--- config.mk ---
export PLATFORM = sky130hd
export DESIGN_NAME = lsu_mem_ctrl_flat
export DESIGN_NICKNAME = d
export VERILOG_FILES = /design/src/rtl/lsu_mem_ctrl_if.sv /design/src/rtl/lsu_mem_ctrl.sv /design/src/flat_wrapper.sv
export SDC_FILE = /design/constraint.sdc
export NUM_CORES = 1
export LEC_CHECK = 0
export CAP_MARGIN = 10
export CORE_MARGIN = 2
export CORE_UTILIZATION = 47
export DETAILED_ROUTE_END_ITERATION = 16
export PLACE_DENSITY_LB_ADDON = 0.15
export SETUP_SLACK_MARGIN = 0.1
export SLEW_MARGIN = 0
export SYNTH_ARGS = -nofsm -noshare
export SYNTH_HDL_FRONTEND = slang
export SYNTH_SLANG_ARGS = --single-unit
--- constraint.sdc ---
create_clock -name clk -period 2.6 [get_ports clk]
set_clock_uncertainty 0.15 [all_clocks]
set_input_delay 0.52 -clock clk [delete_from_list [all_inputs] [get_ports clk]]
set_output_delay 0.52 -clock clk [all_outputs]
set_load 0.005 [all_outputs]
--- src/rtl/lsu_mem_ctrl_if.sv ---
// lsu_mem_ctrl_if: load/store unit request, response and data-memory bus bundle
//   req_valid/req_ready        execute-stage handshake; req_store, req_funct3, req_addr, req_wdata describe the access
//   resp_valid/resp_rdata/resp_fault  one-cycle completion with extended load data or fault
//   mem_req/mem_gnt            bus request held until grant; mem_we, mem_addr, mem_be, mem_wdata qualify it
//   mem_rvalid/mem_rdata       read data or write acknowledge
// Modports: master = the load/store controller, slave = execute stage plus memory around it.
interface lsu_mem_ctrl_if #(
  parameter int ADDR_W = 32
);
  logic              req_valid;
  logic              req_ready;
  logic              req_store;
  logic [2:0]        req_funct3;
  logic [ADDR_W-1:0] req_addr;
  logic [31:0]       req_wdata;
  logic              resp_valid;
  logic [31:0]       resp_rdata;
  logic              resp_fault;
  logic              mem_req;
  logic              mem_gnt;
  logic              mem_we;
  logic [ADDR_W-1:0] mem_addr;
  logic [3:0]        mem_be;
  logic [31:0]       mem_wdata;
  logic              mem_rvalid;
  logic [31:0]       mem_rdata;
  modport master (
    input  req_valid, req_store, req_funct3, req_addr, req_wdata, mem_gnt, mem_rvalid, mem_rdata,
    output req_ready, resp_valid, resp_rdata, resp_fault, mem_req, mem_we, mem_addr, mem_be, mem_wdata
  );
  modport slave (
    output req_valid, req_store, req_funct3, req_addr, req_wdata, mem_gnt, mem_rvalid, mem_rdata,
    input  req_ready, resp_valid, resp_rdata, resp_fault, mem_req, mem_we, mem_addr, mem_be, mem_wdata
  );
endinterface

--- src/rtl/lsu_mem_ctrl.sv ---
// lsu_mem_ctrl: RV32I load/store sequencer onto a single-port 32-bit data memory bus
//   clk    rising-edge clock
//   rst_n  asynchronous active-low reset
//   bus    lsu_mem_ctrl_if.master: req_* from execute, resp_* back to it, mem_* to the data memory
//   busy   controller is not IDLE
// Parameters: ADDR_W byte address width, TIMEOUT grant-to-rvalid cycle limit (0 disables it).
// Build option LSU_MISALIGN_SPLIT_EN: misaligned halfword/word accesses go to the bus, split into
// two aligned accesses when they cross a word; without it they fault with no bus activity.
module lsu_mem_ctrl #(
  parameter int ADDR_W = 32,
  parameter int TIMEOUT = 255
) (
  input  logic           clk,
  input  logic           rst_n,
  lsu_mem_ctrl_if.master bus,
  output logic           busy
);
`ifdef LSU_MISALIGN_SPLIT_EN
  typedef enum logic [2:0] {IDLE, ISSUE, WAIT, RESP, ISSUE2, WAIT2} state_t;
`else
  typedef enum logic [1:0] {IDLE, ISSUE, WAIT, RESP} state_t;
`endif
  localparam int CW = TIMEOUT > 1 ? $clog2(TIMEOUT + 1) : 1;
  state_t            state, state_nx;
  logic              store_q, fault_q;
  logic [2:0]        f3_q;
  logic [ADDR_W-1:0] addr_q;
  logic [31:0]       wdata_q, word0_q, rdata_q;
  logic [CW-1:0]     cnt;
  logic [1:0]        off;
  logic              is_b, is_h, illegal, bad, hi, second, issuing, tout, capture, expire;
  logic [7:0]        be8;
  logic [63:0]       wd64;
  logic [31:0]       wd, ld, ext;
  assign off = addr_q[1:0];
  assign is_b = f3_q[1:0] == 2'b00;
  assign is_h = f3_q[1:0] == 2'b01;
  assign illegal = bus.req_funct3[1:0] == 2'b11 || (bus.req_store ? bus.req_funct3[2] : bus.req_funct3 == 3'b110);
`ifdef LSU_MISALIGN_SPLIT_EN
  logic cross;
  assign cross = (is_h && off == 2'b11) || (f3_q[1:0] == 2'b10 && off != 2'b00);
  assign hi = state == ISSUE2;
  assign second = state == WAIT2;
  assign bad = illegal;
`else
  assign hi = 1'b0;
  assign second = 1'b0;
  assign bad = illegal || (bus.req_funct3[1:0] == 2'b01 && bus.req_addr[0]) ||
               (bus.req_funct3[1:0] == 2'b10 && bus.req_addr[1:0] != 2'b00);
`endif
  // Byte enables and store data are built over an 8-byte window; the upper half feeds the
  // second access of a word-crossing split and is never selected otherwise.
  assign be8 = {4'b0000, is_b ? 4'b0001 : is_h ? 4'b0011 : 4'b1111} << off;
  assign wd64 = {32'h0, wdata_q} << {off, 3'b000};
  assign wd = is_b ? {4{wdata_q[7:0]}} : is_h && !off[0] ? {2{wdata_q[15:0]}} : hi ? wd64[63:32] : wd64[31:0];
  // Loads merge both words of a split before the lane shift, so extension sees whole bytes.
  assign ld = 32'((second ? {bus.mem_rdata, word0_q} : {32'h0, bus.mem_rdata}) >> {off, 3'b000});
  assign ext = is_b ? {{24{ld[7] & !f3_q[2]}}, ld[7:0]} : is_h ? {{16{ld[15] & !f3_q[2]}}, ld[15:0]} : ld;
  assign tout = TIMEOUT != 0 && cnt == CW'(TIMEOUT - 1);
  assign issuing = state == ISSUE || hi;
  assign bus.req_ready = state == IDLE;
  assign busy = state != IDLE;
  assign bus.resp_valid = state == RESP;
  assign bus.resp_rdata = state == RESP ? rdata_q : 32'h0;
  assign bus.resp_fault = state == RESP && fault_q;
  assign bus.mem_req = issuing;
  assign bus.mem_we = issuing && store_q;
  assign bus.mem_addr = issuing ? {addr_q[ADDR_W-1:2] + (ADDR_W-2)'(hi), 2'b00} : '0;
  assign bus.mem_be = issuing ? (hi ? be8[7:4] : be8[3:0]) : 4'h0;
  assign bus.mem_wdata = issuing ? wd : 32'h0;
  always_comb begin
    state_nx = state;
    capture = 1'b0;
    expire = 1'b0;
    case (state)
      IDLE: if (bus.req_valid) state_nx = bad ? RESP : ISSUE;
      ISSUE: if (bus.mem_gnt) state_nx = WAIT;
`ifdef LSU_MISALIGN_SPLIT_EN
      WAIT:
        if (bus.mem_rvalid) begin
          state_nx = cross ? ISSUE2 : RESP;
          capture = !cross;
        end else if (tout) begin
          state_nx = RESP;
          expire = 1'b1;
        end
      ISSUE2: if (bus.mem_gnt) state_nx = WAIT2;
      WAIT2:
        if (bus.mem_rvalid) begin
          state_nx = RESP;
          capture = 1'b1;
        end else if (tout) begin
          state_nx = RESP;
          expire = 1'b1;
        end
`else
      WAIT:
        if (bus.mem_rvalid) begin
          state_nx = RESP;
          capture = 1'b1;
        end else if (tout) begin
          state_nx = RESP;
          expire = 1'b1;
        end
`endif
      RESP: state_nx = IDLE;
      default: state_nx = IDLE;
    endcase
  end
  always_ff @(posedge clk or negedge rst_n) begin
    if (!rst_n) begin
      state <= IDLE;
      store_q <= 1'b0;
      fault_q <= 1'b0;
      f3_q <= '0;
      addr_q <= '0;
      wdata_q <= '0;
      word0_q <= '0;
      rdata_q <= '0;
      cnt <= '0;
    end else begin
      state <= state_nx;
      if (state == IDLE && bus.req_valid) begin
        store_q <= bus.req_store;
        f3_q <= bus.req_funct3;
        addr_q <= bus.req_addr;
        wdata_q <= bus.req_wdata;
        fault_q <= bad;
        rdata_q <= '0;
      end
      if (issuing && bus.mem_gnt) cnt <= '0;
      else if (state == WAIT || second) cnt <= cnt + 1'b1;
      if (state == WAIT && bus.mem_rvalid) word0_q <= bus.mem_rdata;
      if (capture && !store_q) rdata_q <= ext;
      if (expire) fault_q <= 1'b1;
    end
  end
endmodule

--- src/flat_wrapper.sv ---
// flat-port wrapper written by rule: the top's interface ports become plain ports
module lsu_mem_ctrl_flat 
#(
  parameter int ADDR_W = 32,
  parameter int TIMEOUT = 255
)
  (clk, rst_n, busy, bus_req_valid, bus_req_store, bus_req_funct3, bus_req_addr, bus_req_wdata, bus_mem_gnt, bus_mem_rvalid, bus_mem_rdata, bus_req_ready, bus_resp_valid, bus_resp_rdata, bus_resp_fault, bus_mem_req, bus_mem_we, bus_mem_addr, bus_mem_be, bus_mem_wdata);
  lsu_mem_ctrl_if #(.ADDR_W(ADDR_W)) bus_i ();
  input  logic clk;
  input  logic rst_n;
  output logic busy;
  input wire logic [$bits(bus_i.req_valid)-1:0] bus_req_valid;
  input wire logic [$bits(bus_i.req_store)-1:0] bus_req_store;
  input wire logic [$bits(bus_i.req_funct3)-1:0] bus_req_funct3;
  input wire logic [$bits(bus_i.req_addr)-1:0] bus_req_addr;
  input wire logic [$bits(bus_i.req_wdata)-1:0] bus_req_wdata;
  input wire logic [$bits(bus_i.mem_gnt)-1:0] bus_mem_gnt;
  input wire logic [$bits(bus_i.mem_rvalid)-1:0] bus_mem_rvalid;
  input wire logic [$bits(bus_i.mem_rdata)-1:0] bus_mem_rdata;
  output wire logic [$bits(bus_i.req_ready)-1:0] bus_req_ready;
  output wire logic [$bits(bus_i.resp_valid)-1:0] bus_resp_valid;
  output wire logic [$bits(bus_i.resp_rdata)-1:0] bus_resp_rdata;
  output wire logic [$bits(bus_i.resp_fault)-1:0] bus_resp_fault;
  output wire logic [$bits(bus_i.mem_req)-1:0] bus_mem_req;
  output wire logic [$bits(bus_i.mem_we)-1:0] bus_mem_we;
  output wire logic [$bits(bus_i.mem_addr)-1:0] bus_mem_addr;
  output wire logic [$bits(bus_i.mem_be)-1:0] bus_mem_be;
  output wire logic [$bits(bus_i.mem_wdata)-1:0] bus_mem_wdata;
  assign bus_i.req_valid = bus_req_valid;
  assign bus_i.req_store = bus_req_store;
  assign bus_i.req_funct3 = bus_req_funct3;
  assign bus_i.req_addr = bus_req_addr;
  assign bus_i.req_wdata = bus_req_wdata;
  assign bus_i.mem_gnt = bus_mem_gnt;
  assign bus_i.mem_rvalid = bus_mem_rvalid;
  assign bus_i.mem_rdata = bus_mem_rdata;
  assign bus_req_ready = bus_i.req_ready;
  assign bus_resp_valid = bus_i.resp_valid;
  assign bus_resp_rdata = bus_i.resp_rdata;
  assign bus_resp_fault = bus_i.resp_fault;
  assign bus_mem_req = bus_i.mem_req;
  assign bus_mem_we = bus_i.mem_we;
  assign bus_mem_addr = bus_i.mem_addr;
  assign bus_mem_be = bus_i.mem_be;
  assign bus_mem_wdata = bus_i.mem_wdata;
  lsu_mem_ctrl #(.ADDR_W(ADDR_W), .TIMEOUT(TIMEOUT)) u_core (.clk(clk), .rst_n(rst_n), .bus(bus_i), .busy(busy));
endmodule
After elaboration in Yosys (flattened, before gate mapping). Index checks and enable logic that the tools add are counted.

Bits in registers: 111. Input port bits: 105. Logic and storage cells: 76.

Add/sub/neg operators: 1. Eq/ne operators: 12. Shifts and indexed selects: 3. Mux-type cells: 28. Bitwise gates (word level): 2. Reduce and logical (&&, ||, !) cells: 22.

Operator list (count): $mux 32 (9); $shl 32x5->32 (1); $shr 32x5->32 (1); $mux 8 (2); $mux 4 (3); $mux 2 (5); $reduce_bool 2->1 (5); $add 8x1->8 const B (1); $eq 2x2->1 const B (4); $eq 8x8->1 const B (1); $logic_and 1x1->1 (8); $mux 1 (8); $pmux 2 s4 (1); $eq 2x1->1 const B (3); $logic_not 2->1 (2); $ne 2x2->1 const B (2); $shl 4x2->4 (1); $eq 3x3->1 const B (1); $logic_not 1->1 (3); $logic_or 1x1->1 (3); $ne 3x2->1 const B (1); $reduce_and 3->1 (1); $and 1x1->1 (2).

Depth between registers and ports, before layout. Gate-level depths: netlist (run 1).

Depth after elaboration: 8. Mapped depth: 8. Mapped depth without buffers: 6.

Worst setup path before layout (run 1). Ideal clock, no wire load.

Kind: reg2out. Start point: reg u_core.addr_q[0]. End point: out bus_mem_wdata[31]. Data arrival time: 1.609 ns. Setup slack: 0.321 ns. Stages on the path, launching flop included: 8. Path through: dfrtp_1 > buf_6 > buf_4 > or3b_2 > buf_6 > nand3b_1 > a21oi_1 > o221a_2.

Longest elaborated chain between the ends: 5. Elaborated cells between the ends (all ways): 6.

Ends and longest elaborated chain: start: declaration (RTL line lsu_mem_ctrl.sv:27) `logic [ADDR_W-1:0] addr_q;`; start signal: assignment (RTL line lsu_mem_ctrl.sv:126) `addr_q <= bus.req_addr;`; parallel branches: the longest is 2 deep, another holds $shl 32x5->32; $mux 32 * (2 in series) (RTL line lsu_mem_ctrl.sv:55) `assign wd = is_b ? {4{wdata_q[7:0]}} : is_h && !off[0] ? {2{wdata_q[15:0]}} : hi ? wd64[63:32] : wd64[31:0];`; $mux 32 * (RTL line lsu_mem_ctrl.sv:70) `assign bus.mem_wdata = issuing ? wd : 32'h0;`; end: declaration (RTL line flat_wrapper.sv:28) `output wire logic [$bits(bus_i.mem_wdata)-1:0] bus_mem_wdata;`.

Mark *: on every way between the ends.

Worst setup path in the final report (run 1).
Start point: reg u_core.addr_q[0]. End point: out bus_mem_wdata[29].

The elaborated chain is that of the path after synthesis.

==> out/qor.yml, run 1 <==
status: "complete, but fails checks"
failed_checks: "hold timing, setup timing"
nets: 956
port_buffers: 208
clockRootBuffer: "clkbuf_16"
synth_edf_count: 0
core-area_mm2: 0.0133
cts_tree: "done"
grt_pass1_wl_mm: 31.8
cts_buffer_depth: 2
initial_utilization_pct: 48.5
synth_most_common_cell: "dfrtp_1"
gp_congestion: 0.875
crit_path_end_kind: "output pin"
switching_share_pct: 37.7
synth_common_cells: "111 x dfrtp_1, 90 x and2_1, 79 x mux2_2, 34 x a21oi_1, 27 x mux2i_1"
routedWlPerCell_um: 19.8
multi_input_area_mm2: 0.00357
final_cells: 1024
hold_viol_final: 1
power_per_cell_area_mw_per_mm2: 1160
fin_crit_ns: 2.66
overflow: 0
worst-path-max-fanout: 9
hold_slack_ns: -0.0000909
numCtsBuffers: 9
setup_ws_ns: -0.0620
synth.distinct_cells: 48
dp_hpwl_mm: 13.8
p_comb_share_pct: 58.9
gr-usage-all-layers_pct: 28.0
drc: 0
netlist_instances: 596
finalMaxSlewViolations: 0
worst_pin_slew_ns: 0.958
row_count: 42
yosysWarningCount: 0
final_antenna_net_count: 0
cts.sinks: 111
clk_pin_slew_ns: 0.07
design_area_mm2: 0.00975
via_per_inst: 5.59
max_freq_mhz: 376
drt_iter0_drc: 592
slew_headroom_pct: 36.1
setup_viol: 4
ioPinCount: 211
ys_top_cells_by_area: "dfrtp_1 43%, mux2_2 14%, and2_1 8.7%"
grt_max_degree: 79
rsz0062_at_grt: "yes"
drt-pass1-iter-count: 5
htree_levels: 3
p_leak_uw: 0.00468
die_width_um: 121
cp.arrival_ns: 1.99
worstSkewPairLatency_ns: 0.36
antenna_cells: 0
grt_pass1_vias: 5927
wirelength_mm: 20.3
syn_area_per_cell_um2: 10.8
internal_power_uw: 7030
seq_area_mm2: 0.00278
holdBufCountCts: 0
required_ns: 1.93
drv_cap: 0
antenna_found_initial: 0
vias: 5724
postSynthRegisterBits: 111
power_frac_seq_pct: 28.6
yosysTopAreaCellShare_pct: 43.1
worstSetupPathType: "reg2out"
placed_area_mm2: 0.00878
period_share_pct: 102
ir_drop_mv: 0.699
netlist_area_mm2: 0.00644
dieArea_mm2: 0.0147
async_flop_share_pct: 100
clkPwrFrac_pct: 12.4
synthToLayoutAreaGrowth_pct: 51.3
hp-class: "in2async"
ys_seq_area_share_pct: 43.1
fill_cells: 963
p_switching_uw: 4250
dp_cells: 961
die_y_um: 121
startpoint_type: "register"
final_layout_size_suffix_gt1_share_pct: 30.9
ys.flop_type: "dfrtp_1"
finalSetupTns_ns: -0.192
synth_top_area_cell: "dfrtp_1"
[metal layers]
layer / GRT usage [%] / vias up / routed length [µm]
met5: 0 / - / 0
met4: 10.5 / 0 / 634
met3: 7.99 / 44 / 1690
met2: 46.1 / 269 / 9830
met1: 34.9 / 2795 / 8120
li1: - / 2616 / -
[worst max-delay path, cell delays in order (launching register included)]
cell           delay, ns
dfrtp_2             0.43
buf_4               0.15
buf_12              0.13
mux4_2              0.50
nand2_1             0.10
a21oi_2             0.06
dlygate4sd2_1       0.27
[power groups by stage]
| stage | Combinational (µW) | Sequential, µW | Clock [µW] |
|---|---|---|---|
| 2_1_floorplan | 3560 | 2880 | 0 |
| 3_3_place_gp | 5380 | 3150 | 0 |
| 3_5_place_dp | 5500 | 3200 | 0 |
| 4_1_cts | 6260 | 3180 | 1430 |
| 5_1_grt | 7140 | 3340 | 1490 |
| 6_report | 6650 | 3230 | 1400 |
[cells in the final DEF, fill, tap and decap left out, types with 16 or more instances in the layout]
master | netlist | final
and2_1 | 90 | 87
clkdlybuf4s50_1 | 0 | 106
clkdlybuf4s15_1 | 0 | 19
buf_6 | 6 | 17
mux2_2 | 79 | 79
dfrtp_1 | 111 | 107
nor2_1 | 23 | 19
mux2i_1 | 27 | 23
a21oi_1 | 34 | 26
buf_4 | 6 | 48
o21ai_0 | 26 | 22
dlygate4sd2_1 | 0 | 43
dlymetal6s2s_1 | 0 | 16
[flip-flops by register name (all words and copies together), names as in the netlist]
register and count:
u_core.rdata_q 32, u_core.addr_q 32, u_core.f3_q 3, u_core.state 2, u_core.store_q 1, u_core.cnt 8
u_core.fault_q 1, u_core.wdata_q 32
[layout make-up]
type | count | area share (%)
Multi-Input combinational cell | 421 | 36.6
Timing Repair Buffer | 288 | 29.1
Sequential cell | 111 | 28.5
Clock buffer | 9 | 2.31
Tap cell | 176 | 2.26
Clock inverter | 6 | 0.705
Inverter | 13 | 0.500
[final timing paths]
path                                       to             start  depth (start not counted)  slack, ns
max                         bus_mem_wdata[29]  u_core.addr_q[0]                          6      -0.06
min                        u_core.rdata_q[26]             rst_n                          1   -0.00009
max reg2reg                u_core.rdata_q[31]  u_core.addr_q[0]                          7       0.19
min reg2reg                    u_core.fault_q    u_core.fault_q                          1       0.34
max in group asynchronous       u_core.cnt[5]             rst_n                          2       1.49
min in group clk               u_core.fault_q    u_core.fault_q                          1       0.34
[cells by family (layout without fill, tap and decap cells)]
logic type / after synthesis / in the layout / share of synthesized area, %
and+or+nand+nor: 168 / 168 / 15.2
buffers and inverters: 65 / 316 / 5.01
xor gates and xnor gates: 6 / 6 / 0.816
other: 1 / 2 / 0.0582
AOI/OAI and AO/OA: 124 / 124 / 13.6
DFF: 111 / 111 / 43.1
adders and majority gates: 7 / 7 / 1.36
muxes: 114 / 114 / 20.9
[metrics by stage]
stage / util [%] / hold WS (ns) / total power [µW] / setup WS (ns)
floorplan: - / 0.0744 / 6440 / 0.321
global placement: 66.0 / 0.315 / 8530 / 0.0186
detailed placement: 66.0 / 0.323 / 8700 / -0.0192
CTS: 71.7 / 0.0290 / 10900 / -0.124
global route: 73.4 / 0.0552 / 12000 / -0.110
finish: 73.4 / -0.0000909 / 11300 / -0.0620
[timing repair]
action	in CTS	in global routing
resized for setup	173	99
pin swaps	16	20
cloned	4	0
buffers inserted	32	13
setup endpoints to repair	71	47
(Power assumes the default switching activity.)
==> run 2, diff against run 1 <==
Settings changed: CTS_CLUSTER_SIZE set to 24.
==> results of run 2 <==
Final layout, timing and power as in run 1 (identical DEF).
==> run 3, diff against run 2 <==
Settings changed: GPL_TIMING_DRIVEN set to 0, TNS_END_PERCENT set to 50.
Clock period 2.6 ns to 2.5 ns, I/O delays scaled along.
==> run 3 against run 2 <==
Against the previous run:
- the flow finishes with violations (setup timing)
- clock-buffer cell count grew 2
- worst hold slack better by 0.34 ns
- cell area increased by 4.5%
- critical path depth increased by 2
- power increased by 14%
- first-iteration DRC count is 35% lower
- cell count up 3.2%
- worst setup slack worse by 0.17 ns
- sequential power increased by 3%
- sequential share of layout area decreased by 1.3 points
- combinational power grew 18%
- via count increased by 4.9%
==> out/qor.yml, run 3 (synthesis results as in run 1) <==
drc: 0
hp-class: "reg2reg"
nets: 988
dp_hpwl_mm: 14.9
worst_pin_slew_ns: 0.679
core-area_mm2: 0.0133
clk_pin_slew_ns: 0.08
layout_commonest_cell: "dfrtp_1"
worstSetupPathType: "reg2out"
slew_headroom_pct: 54.7
power_per_cell_area_mw_per_mm2: 1260
dieArea_mm2: 0.0147
finalSetupTns_ns: -3.01
timing.rr.start: "u_core.state[0]"
final_cells: 1057
numCtsBuffers: 9
top_regs: "u_core.addr_q x32, u_core.rdata_q x32, u_core.wdata_q x32"
grt_pass1_vias: 6257
ir_drop_mv: 0.600
drt-pass1-iter-count: 5
max_freq_mhz: 366
die_y_um: 121
antenna_found_initial: 0
setup_viol: 33
critPathLaunch: "u_core.addr_q[0]"
drv_cap: 0
overflow: 0
seq_area_mm2: 0.00278
grt_max_degree: 72
period_share_pct: 109
setup_ws_ns: -0.233
fin_crit_ns: 2.73
r2r_end: "u_core.rdata_q[22]"
drt_iter0_drc: 387
required_ns: 1.85
startpoint_type: "register"
wirelength_mm: 22.0
ioPinCount: 211
worst-path-max-fanout: 6
pre_cts_slack_ns: -0.806
dp_cells: 982
routedWlPerCell_um: 20.8
via_per_inst: 5.68
crit_path_end_kind: "output pin"
grt_pass1_wl_mm: 33.6
cts_buffer_depth: 2
cts_tree: "done"
fill_cells: 877
total_power_uw: 12800
antenna_cells: 0
reg2reg_setup_slack_ns: 0.16
hold_viol_final: 0
clockRootBuffer: "clkbuf_16"
rr_worst_depth: 7
worstSkewPairLatency_ns: 0.37
crit_end: "bus_mem_wdata[31]"
die_width_um: 121
finalMaxSlewViolations: 0
htree_levels: 3
multi_input_area_mm2: 0.00371
row_count: 42
final_layout_size_suffix_gt1_share_pct: 40.2
initial_utilization_pct: 48.5
final_cell_mix: "110 x dfrtp_1, 105 x clkdlybuf4s50_1, 79 x mux2_2"
gp_congestion: 0.883
synthToLayoutAreaGrowth_pct: 58.2
port_buffers: 208
vias: 6002
cts.sinks: 111
gr-usage-all-layers_pct: 29.8
p_leak_uw: 0.00496
cp.arrival_ns: 2.08
rsz0062_at_grt: "yes"
failed_checks: "setup timing"
final_antenna_net_count: 0
status: "complete, but fails checks"
==> run 3: cell type report <==
| class | count | share of cell area, % |
|---|---|---|
| Timing Repair Buffer | 271 | 25.1 |
| Sequential cell | 111 | 27.3 |
| Multi-Input combinational cell | 421 | 36.3 |
| Buffer | 49 | 5.35 |
| Clock buffer | 11 | 2.48 |
| Inverter | 13 | 0.479 |
| Clock inverter | 5 | 0.834 |
| Tap cell | 176 | 2.16 |
==> run 3: critical path: stages (launching register included) <==
cell	delay, ns
dfrtp_1	0.38
buf_6	0.14
buf_12	0.13
or3b_4	0.36
buf_6	0.14
nand3b_1	0.09
a21oi_1	0.08
o221a_2	0.26
buf_2	0.13
==> run 3: metal layers <==
metal / up-vias / global-route usage, % / wire length [µm]
met5: - / 0 / 0
met4: 0 / 15.1 / 796
met3: 58 / 9.35 / 2160
met2: 316 / 48.6 / 10900
met1: 2936 / 35.4 / 8180
li1: 2692 / - / -
==> run 3: stage by stage <==
step	cell area, µm²	utilization [%]	hold WS, ns
floorplan	6450	-	0.0544
global placement	8750	65.8	0.314
detailed placement	8780	66.0	0.334
CTS	9820	73.9	0.350
global route	10200	76.7	0.369
finish	10200	76.7	0.344
==> run 3: worst min-delay path by stage <==
stage | from | end | depth (start not counted)
floorplan | rst_n | u_core.addr_q[0] | 0
global placement | u_core.fault_q | u_core.fault_q | 1
detailed placement | u_core.fault_q | u_core.fault_q | 1
CTS | u_core.fault_q | u_core.fault_q | 1
global route | u_core.rdata_q[22] | u_core.rdata_q[22] | 1
finish | u_core.fault_q | u_core.fault_q | 1
==> run 3: power breakdown <==
part           internal [µW]  total, µW  switching (µW)  leakage [µW]
logic                   4390       7880            3490       0.00342
registers               2600       3330             731       0.00138
clock network            940       1630             688      0.000163
==> run 3: repair_timing <==
action	4_1_cts	5_1_grt
buffers inserted	38	22
gates resized for setup	393	126
gates cloned	5	2
pin swaps	39	39
hold buffers	1	0
endpoints found under the setup margin	144	152
endpoints found under the hold margin	28	0
